## src/rtl/uart_pkg.sv

```systemverilog
// Shared UART definitions.
//   tx_feed_state_t : handshake states of the transmit feeder
//   TX_FIFO_DEPTH   : default depth of the transmit byte FIFO
//   UART_DW         : character width shared by uart_tx / uart_rx
package uart_pkg;

    localparam int UART_DW       = 8;
    localparam int TX_FIFO_DEPTH = 16;

    typedef enum logic [1:0] {
        IDLE      = 2'd0,
        REQ       = 2'd1,
        WAIT_DONE = 2'd2
    } tx_feed_state_t;

endpackage

```

## src/rtl/uart_sync2.sv

```systemverilog
// Two-flop synchronizer for a single level signal crossing into clk.
//   clk : destination clock
//   rst : asynchronous active-high reset, loads RST_VAL into both flops
//   d   : asynchronous input level
//   q   : synchronized level, two clk edges behind d
module uart_sync2 #(
    parameter logic RST_VAL = 1'b0
) (
    input  logic clk,
    input  logic rst,
    input  logic d,
    output logic q
);

    logic meta;

    always_ff @(posedge clk or posedge rst) begin
        if (rst) begin
            meta <= RST_VAL;
            q    <= RST_VAL;
        end else begin
            meta <= d;
            q    <= meta;
        end
    end

endmodule

```

## src/rtl/uart_tx_feeder.sv

```systemverilog
// Byte FIFO plus start/done handshake in front of the UART transmitter.
// Host bytes are queued one per clk; the FSM hands them to the transmitter
// one at a time and waits for the (tx_clk domain) done level to cycle.
//   clk, rst      : system clock, asynchronous active-high reset
//   wr_en/wr_data : push request and byte
//   full/empty    : registered FIFO occupancy flags
//   count         : registered occupancy
//   overflow      : one-cycle pulse when a push is dropped
//   tx_start      : held start request to the transmitter
//   tx_data       : byte under transmission, stable while tx_start=1
//   tx_done       : transmitter idle/complete level (async)
//   tx_err        : transmitter error level (async)
//   busy          : a byte is in the handshake
//   err_sticky    : latched transmitter error, cleared by err_clr
module uart_tx_feeder
    import uart_pkg::*;
#(
    parameter  int DEPTH = TX_FIFO_DEPTH,
    parameter  int DW    = UART_DW,
    localparam int CW    = $clog2(DEPTH) + 1
) (
    input  logic          clk,
    input  logic          rst,
    input  logic          wr_en,
    input  logic [DW-1:0] wr_data,
    output logic          full,
    output logic          empty,
    output logic [CW-1:0] count,
    output logic          overflow,
    output logic          tx_start,
    output logic [DW-1:0] tx_data,
    input  logic          tx_done,
    input  logic          tx_err,
    output logic          busy,
    output logic          err_sticky,
    input  logic          err_clr
);

    localparam int AW = $clog2(DEPTH);

    tx_feed_state_t state;

    logic [DW-1:0] mem [DEPTH];
    logic [AW-1:0] wr_ptr;
    logic [AW-1:0] rd_ptr;
    logic [CW-1:0] count_next;
    logic          done_s;
    logic          err_s;
    logic          pop;
    logic          push;

    // done idles high so a freshly reset feeder may start immediately.
    uart_sync2 #(.RST_VAL(1'b1)) u_sync_done (
        .clk (clk),
        .rst (rst),
        .d   (tx_done),
        .q   (done_s)
    );

    uart_sync2 #(.RST_VAL(1'b0)) u_sync_err (
        .clk (clk),
        .rst (rst),
        .d   (tx_err),
        .q   (err_s)
    );

    // A push while full is still taken if the head leaves in the same cycle.
    assign pop  = (state == IDLE) && !empty && done_s;
    assign push = wr_en && (!full || pop);

    always_comb begin
        count_next = count;
        case ({push, pop})
            2'b10:   count_next = count + CW'(1);
            2'b01:   count_next = count - CW'(1);
            default: count_next = count;
        endcase
    end

    // FIFO storage: data only, never reset.
    always_ff @(posedge clk) begin
        if (push) begin
            mem[wr_ptr] <= wr_data;
        end
    end

    // FIFO control: pointers wrap naturally at the power-of-two depth.
    always_ff @(posedge clk or posedge rst) begin
        if (rst) begin
            wr_ptr   <= '0;
            rd_ptr   <= '0;
            count    <= '0;
            full     <= 1'b0;
            empty    <= 1'b1;
            overflow <= 1'b0;
        end else begin
            if (push) begin
                wr_ptr <= wr_ptr + AW'(1);
            end
            if (pop) begin
                rd_ptr <= rd_ptr + AW'(1);
            end
            count    <= count_next;
            full     <= (count_next == CW'(DEPTH));
            empty    <= (count_next == '0);
            overflow <= wr_en && !push;
        end
    end

    // Handshake FSM: IDLE pops, REQ holds start until the transmitter
    // reports busy, WAIT_DONE waits for it to go idle again.
    always_ff @(posedge clk or posedge rst) begin
        if (rst) begin
            state    <= IDLE;
            tx_start <= 1'b0;
            tx_data  <= '0;
            busy     <= 1'b0;
        end else begin
            case (state)
                IDLE: begin
                    if (pop) begin
                        tx_data  <= mem[rd_ptr];
                        tx_start <= 1'b1;
                        busy     <= 1'b1;
                        state    <= REQ;
                    end
                end
                REQ: begin
                    if (!done_s) begin
                        tx_start <= 1'b0;
                        state    <= WAIT_DONE;
                    end
                end
                WAIT_DONE: begin
                    if (done_s) begin
                        busy  <= 1'b0;
                        state <= IDLE;
                    end
                end
                default: begin
                    tx_start <= 1'b0;
                    busy     <= 1'b0;
                    state    <= IDLE;
                end
            endcase
        end
    end

    // Set has priority over clear so an error present during a clear is kept.
    always_ff @(posedge clk or posedge rst) begin
        if (rst) begin
            err_sticky <= 1'b0;
        end else if (err_s) begin
            err_sticky <= 1'b1;
        end else if (err_clr) begin
            err_sticky <= 1'b0;
        end
    end

endmodule
```

## config.mk

```make
export PLATFORM = sky130hd
export DESIGN_NAME = uart_tx_feeder
export DESIGN_NICKNAME = d
export VERILOG_FILES = /design/src/rtl/uart_pkg.sv /design/src/rtl/uart_sync2.sv /design/src/rtl/uart_tx_feeder.sv
export SDC_FILE = /design/constraint.sdc
export NUM_CORES = 1
export LEC_CHECK = 0
export CORE_MARGIN = 2
export CORE_UTILIZATION = 40
export DETAILED_ROUTE_END_ITERATION = 16
export DONT_BUFFER_PORTS = 1
export PLACE_DENSITY = 0.54
export SLEW_MARGIN = 10
export SYNTH_ARGS = -nofsm -noshare
export SYNTH_HDL_FRONTEND = slang
export SYNTH_SLANG_ARGS = --single-unit
```

## constraint.sdc

```tcl
create_clock -name clk -period 3.3 [get_ports clk]
set_clock_uncertainty 0.2 [all_clocks]
set_input_delay 0.495 -clock clk [delete_from_list [all_inputs] [get_ports clk]]
set_output_delay 0.495 -clock clk [all_outputs]
set_load 0.02 [all_outputs]
```

* After elaboration in Yosys (flattened, before gate mapping)
Memory sizes are Yosys's and may differ from the RTL's. A register that Yosys moved wholly into a read port is not among the register bits.
Index checks and enable logic that the tools add are counted.
** Operators by class
- Add/sub/neg operators :: 4
- Equality and inequality tests :: 8
- Muxes and demuxes :: 14
- Bitwise gates (word level) :: 2
- Reduce and logical (&&, ||, !) cells :: 15
** Operator list (count)
- one-hot mux 5 bit (2 select lines) :: 1
- AND reduction 3 bit :: 3
- adder 4 x 1 -> 4 bit (second input constant) :: 2
- 2-to-1 mux 1 bit :: 7
- 2-to-1 mux 2 bit :: 3
- one-hot mux 1 bit (3 select lines) :: 2
- one-hot mux 2 bit (3 select lines) :: 1
- adder 5 x 1 -> 5 bit (second input constant) :: 1
- == test 5 bit (second input constant) :: 1
- zero test 5 bit :: 1
- subtractor 5 x 1 -> 5 bit (second input constant) :: 1
- == test 2 x 1 -> 1 bit (second input constant) :: 2
- == test 2 bit (second input constant) :: 2
- logical AND 1 bit :: 4
- != test 2 bit (second input constant) :: 2
- zero test 1 bit :: 3
- zero test 2 bit :: 1
- != test 2 x 1 -> 1 bit (second input constant) :: 1
- NOT 1 bit :: 2
- AND reduction 2 bit :: 1
- nonzero test 2 bit :: 1
- logical OR 1 bit :: 1
** Word-level totals
- Register bits after elaboration :: 25
- RAM bits :: 128
- Input port bits :: 14
- Output and inout bits :: 19
- Word-level logic and storage cells :: 58
- Memories :: 1
** Memory list
- mem :: depth 16, bits a word 8, rd ports 1, clocked after memory_dff 1, wr ports 1, RTL line uart_tx_feeder.sv:43 : logic [DW-1:0] mem [DEPTH];

* Longest topological paths before layout
- Depth after elaboration :: 8
- Gate-level depth with buffers :: 14
- Gate-level depth less buffers :: 12

* Cells and area by module
A second synthesis with hierarchy kept.
** Second synthesis, totals
- Cell total of the unflattened synthesis :: 375
- Area total of the unflattened synthesis :: 6521.3 um^2
** By module, submodules not included
- uart_tx_feeder :: instances 1, cells an instance 369, area an instance 6411.1 um^2, sequential area each 4570.6 um^2
- uart_sync2 at u_sync_done :: instances 1, cells an instance 3, area an instance 56.3 um^2, sequential area each 52.6 um^2
- uart_sync2 at u_sync_err :: instances 1, cells an instance 3, area an instance 53.8 um^2, sequential area each 50.0 um^2

* Worst setup path after synthesis
OpenSTA, ideal clock, no wires.
- Path kind :: register to register
- Start :: reg u_sync_done.q
- End :: reg full
- Setup time :: 88 ps
- Arrival time :: 3071 ps
- Required time :: 3012 ps
- Path slack :: -59 ps
- Stages on the path, launching flop included :: 15
- Buffers on the path :: 2
- Clock period less this slack :: 3359 ps
- Cell sequence :: dfstp_2 -> nand2b_1 -> or3_1 -> clkbuf_1 -> a21boi_2 -> inv_1 -> ha_1 -> buf_2 -> xor2_1 -> ha_1 -> o21ai_0 -> a21oi_1 -> a2111oi_2 -> xor2_1 -> nor3b_1
** On the way
- Cells in the longest elaborated chain, start to end :: 6
- Elaborated cells on any way between the ends :: 7
- Classes of those cells :: eq/ne: 3; mux: 1; reduce/logical: 3
** Ends and longest elaborated chain
- start: declaration :: RTL line uart_sync2.sv:12 : output logic q
- start signal: assignment :: RTL line uart_sync2.sv:23 : q <= meta;
- logical AND 1 bit (*) :: RTL line uart_tx_feeder.sv:68 : assign pop = (state == IDLE) && !empty && done_s;
- logical OR 1 bit :: RTL line uart_tx_feeder.sv:69 : assign push = wr_en && (!full || pop);
- logical AND 1 bit :: RTL line uart_tx_feeder.sv:69
- == test 2 x 1 -> 1 bit or == test 2 bit (tied branches) :: RTL line uart_tx_feeder.sv:73 : case ({push, pop})
- one-hot mux 5 bit (2 select lines) (*) :: RTL line uart_tx_feeder.sv:73
- via count_next[4] :: RTL line uart_tx_feeder.sv:46 : logic [CW-1:0] count_next;
- == test 5 bit (*) :: RTL line uart_tx_feeder.sv:104 : full <= (count_next == CW'(DEPTH));
- end signal: assignment :: RTL line uart_tx_feeder.sv:104
- end: declaration :: RTL line uart_tx_feeder.sv:26 : output logic full,
The timed path passes the listed nets; every way through them passes the cells marked *.
A chain may end at the register's enable or synchronous reset.

* Worst setup path in the final report
- Start :: reg u_sync_done.q
- End :: reg full
** On the way
- Cells in the longest elaborated chain, start to end :: 6
- Elaborated cells on any way between the ends :: 7
- Classes of those cells :: eq/ne: 3; mux: 1; reduce/logical: 3
** Ends and longest elaborated chain
- logical AND 1 bit (*) :: RTL line uart_tx_feeder.sv:68
- via pop :: RTL line uart_tx_feeder.sv:49 : logic pop;
- logical OR 1 bit :: RTL line uart_tx_feeder.sv:69
- logical AND 1 bit :: RTL line uart_tx_feeder.sv:69
- == test 2 x 1 -> 1 bit or == test 2 bit (tied branches) :: RTL line uart_tx_feeder.sv:73
- one-hot mux 5 bit (2 select lines) (*) :: RTL line uart_tx_feeder.sv:73
- via count_next[4] :: RTL line uart_tx_feeder.sv:46
- == test 5 bit (*) :: RTL line uart_tx_feeder.sv:104
Marked as above.

==> impl_metrics.tcl <==
set metrics [dict create \
    yosysTopAreaCellShare 0.582 \
    syn_avg_cell_area_um2 16.8 \
    grt_pass1_vias 3527 \
    path_delay_family "simple AND/OR/NAND/NOR gates" \
    clkSlewWorstSetupHoldPaths_ns 0.06 \
    crit_chain "nand2b_1 > or3_4 > buf_4 > inv_1 > ha_1 > xor2_1 > ha_2 > o21ai_0 > o2bb2ai_1 > a2111oi_2 > xor2_1 > nor3b_2" \
    seq_area_frac_synth 0.708 \
    final_common_cell "edfxtp_1" \
    drt.antenna.violating_nets 0 \
    max_slew_margin 0.435 \
    chipHeight_um 132 \
    ff2ff_setup_slack_ns 0.20 \
    async_reset_ff_frac 0.205 \
    synth_edf_count 128 \
    io_pins 33 \
    cts.htree.levels 4 \
    reg2reg_to "full" \
    initial_core_util 0.413 \
    cp.buffers_inverters 2 \
    ys_types 47 \
    cts_tree "yes" \
    cp_data_arrival_time_ns 3.24 \
    ys_top_cells_by_area "edfxtp_1, dfrtp_1, mux2_2, mux4_1, mux4_2" \
    drt-initial-drc-count 208 \
    numCtsBuffers 17 \
    worst_path_most_repeated_cell "xor2_1" \
    finalSetupViolations 0 \
    die-area_um2 17500 \
    powerDensity_nw_per_um2 864 \
    wl_per_cell_um 19.8 \
    crit_end "full" \
    r2r_start "u_sync_done.q" \
    fillers 1407 \
    critPathLaunch "u_sync_done.q" \
    synthToLayoutAreaGrowth_pct 16.5 \
    min_period_ns 3.10 \
    layout_common_cells "edfxtp_1, dfrtp_1, buf_4" \
    final_cells 661 \
    cp_num_cells 12 \
    max_cap_violations 0 \
    grt_usage 0.158 \
    core_area_um2 16000 \
    irDropWorstVdd_mv 0.427 \
    placementRows 46 \
    ys_seq_elements 161 \
    vias_per_cell 5.19 \
    num_vias 3432 \
    dr.pass1.iters 5 \
    post_cts.repair.setup_buffers 0 \
    antenna_found_initial 1 \
    crit_fanout 13 \
    grt_pass1_wl_mm 20.3 \
    worst-slew-pin-transition_ns 0.846 \
    cpMaxStageDelayCell "dfstp_2" \
    place_congestion 0.789 \
    synthCells 393 \
    rr_worst_depth 12 \
    slew_violations 0 \
    grt_max_degree 44 \
    total_power_uw 6650 \
    worstPathRequired_ns 3.44 \
    max_stage_delay_ns 0.54 \
    root_buffer "clkbuf_16" \
    drc_errors 0 \
    clock_path_buffers 2 \
    synth_warnings 0 \
    critPathKind "flop to flop" \
    ys.flop_type "edfxtp_1" \
    hold_viol 0 \
    status "finished, final reports clean" \
    place_hpwl_mm 8.52 \
    min_path_type "input pin to flop" \
    syn_area_um2 6600 \
    wirelength_mm 13.1 \
    die_w_um 132 \
    drive_above_1_share 0.236 \
    nNetsFinal 453 \
    yosysTopAreaCell "edfxtp_1" \
    io_buffers 0 \
    worst_slack_ns 0.205 \
    max_clock_freq_mhz 323 \
    clk_latency_ns 0.42 \
    worst_setup_path_start_kind "flop" \
    syn_nets 415 \
    place_inst 617 \
    fin_crit_sh 0.938 \
    pre_cts_ws_ns 0.0863 \
    p_leak_uw 0.00276 \
    grt.overflow.total 0 \
    cts_sinks 161 \
    cp-end-kind "flop" \
]
[report_power, final]
| part | switching, uW | internal (uW) |
|---|---|---|
| Sequential | 451 | 2520 |
| Clock | 801 | 1130 |
| Combinational | 883 | 859 |
| Total | 2140 | 4510 |
[logic make-up (layout without fill, tap and decap cells)]
group / count (synthesis) / count (layout) / share of synthesized area
xor gates and xnor gates: 12 / 12 / 0.0159
adders and majority gates: 8 / 8 / 0.0152
DFF: 161 / 161 / 0.708
and+or+nand+nor: 64 / 64 / 0.0478
AOI/OAI and AO/OA: 60 / 60 / 0.0614
muxes: 57 / 57 / 0.126
other: 0 / 1 / 0
buffers and inverters: 31 / 82 / 0.0260
[state kept, by name, summed over array words and instances, names as in the netlist]
signal / flops
tx_start: 1
u_sync_err.meta: 1
mem: 128
empty: 1
u_sync_done.meta: 1
err_sticky: 1
rd_ptr: 4
state: 2
u_sync_done.q: 1
overflow: 1
busy: 1
u_sync_err.q: 1
full: 1
count: 5
wr_ptr: 4
tx_data: 8
[cell usage after synthesis, types with 2 or more instances]
master,instances
mux2i_1,16
mux4_2,8
mux4_1,8
nor2_1,18
buf_2,5
a21oi_1,13
a221o_1,8
nand4_1,2
nor2b_1,3
edfxtp_1,128
nor3_1,14
clkbuf_1,7
dfstp_2,3
nand2b_1,5
dfrtp_1,30
inv_1,10
o21ai_0,14
and2_1,2
buf_1,2
xnor2_1,9
ha_1,8
o22ai_1,9
o21bai_1,8
mux2_2,25
buf_6,3
xor2_1,3
nand2_1,12
[area by class of cell]
class	count	area (um^2)	area share
antenna	1	2.50	0.000325
sequential	161	4670	0.608
tap	216	270	0.0351
inverter	10	37.5	0.00488
timing repair buffer	40	328	0.0426
clock inverter	11	85.1	0.0111
clock buffer	21	514	0.0669
multi-input combinational	201	1780	0.231
[per-layer routing]
layer  vias to the layer above  GRT usage  wire length, um
met5                         -          0                0
met1                      1742      0.219             6160
met3                        12     0.0448              489
li1                       1604          -                -
met4                         0     0.0573              180
met2                        74      0.237             6270
[per-stage QoR]
stage	hold slack, ns	instance area [um^2]	TNS [ns]	utilization
global placement	0.144	6970	0	0.435
global route	0.0221	7690	-0.00985	0.481
CTS	0.0282	7670	0	0.480
floorplan	0.131	6610	0	-
detailed placement	0.144	6970	0	0.435
finish	0.0453	7690	0	0.481
[how the worst min path moves through the flow]
stage / startpoint / to / slack [ns] / cells after the start
2_1_floorplan: u_sync_err.meta / u_sync_err.q / 0.13 / 0
3_3_place_gp: u_sync_err.meta / u_sync_err.q / 0.14 / 0
3_5_place_dp: u_sync_err.meta / u_sync_err.q / 0.14 / 0
4_1_cts: err_clr / err_sticky / 0.03 / 2
5_1_grt: wr_en / overflow / 0.02 / 1
6_report: err_clr / err_sticky / 0.05 / 2
[what timing repair did]
| item | CTS | global route |
|---|---|---|
| endpoints found under the hold margin | 147 | 0 |
| setup endpoints to repair | 0 | 2 |
| hold buffers | 11 | 0 |
| gates resized for setup | 0 | 4 |
Power figures use the tool's default switching activity.
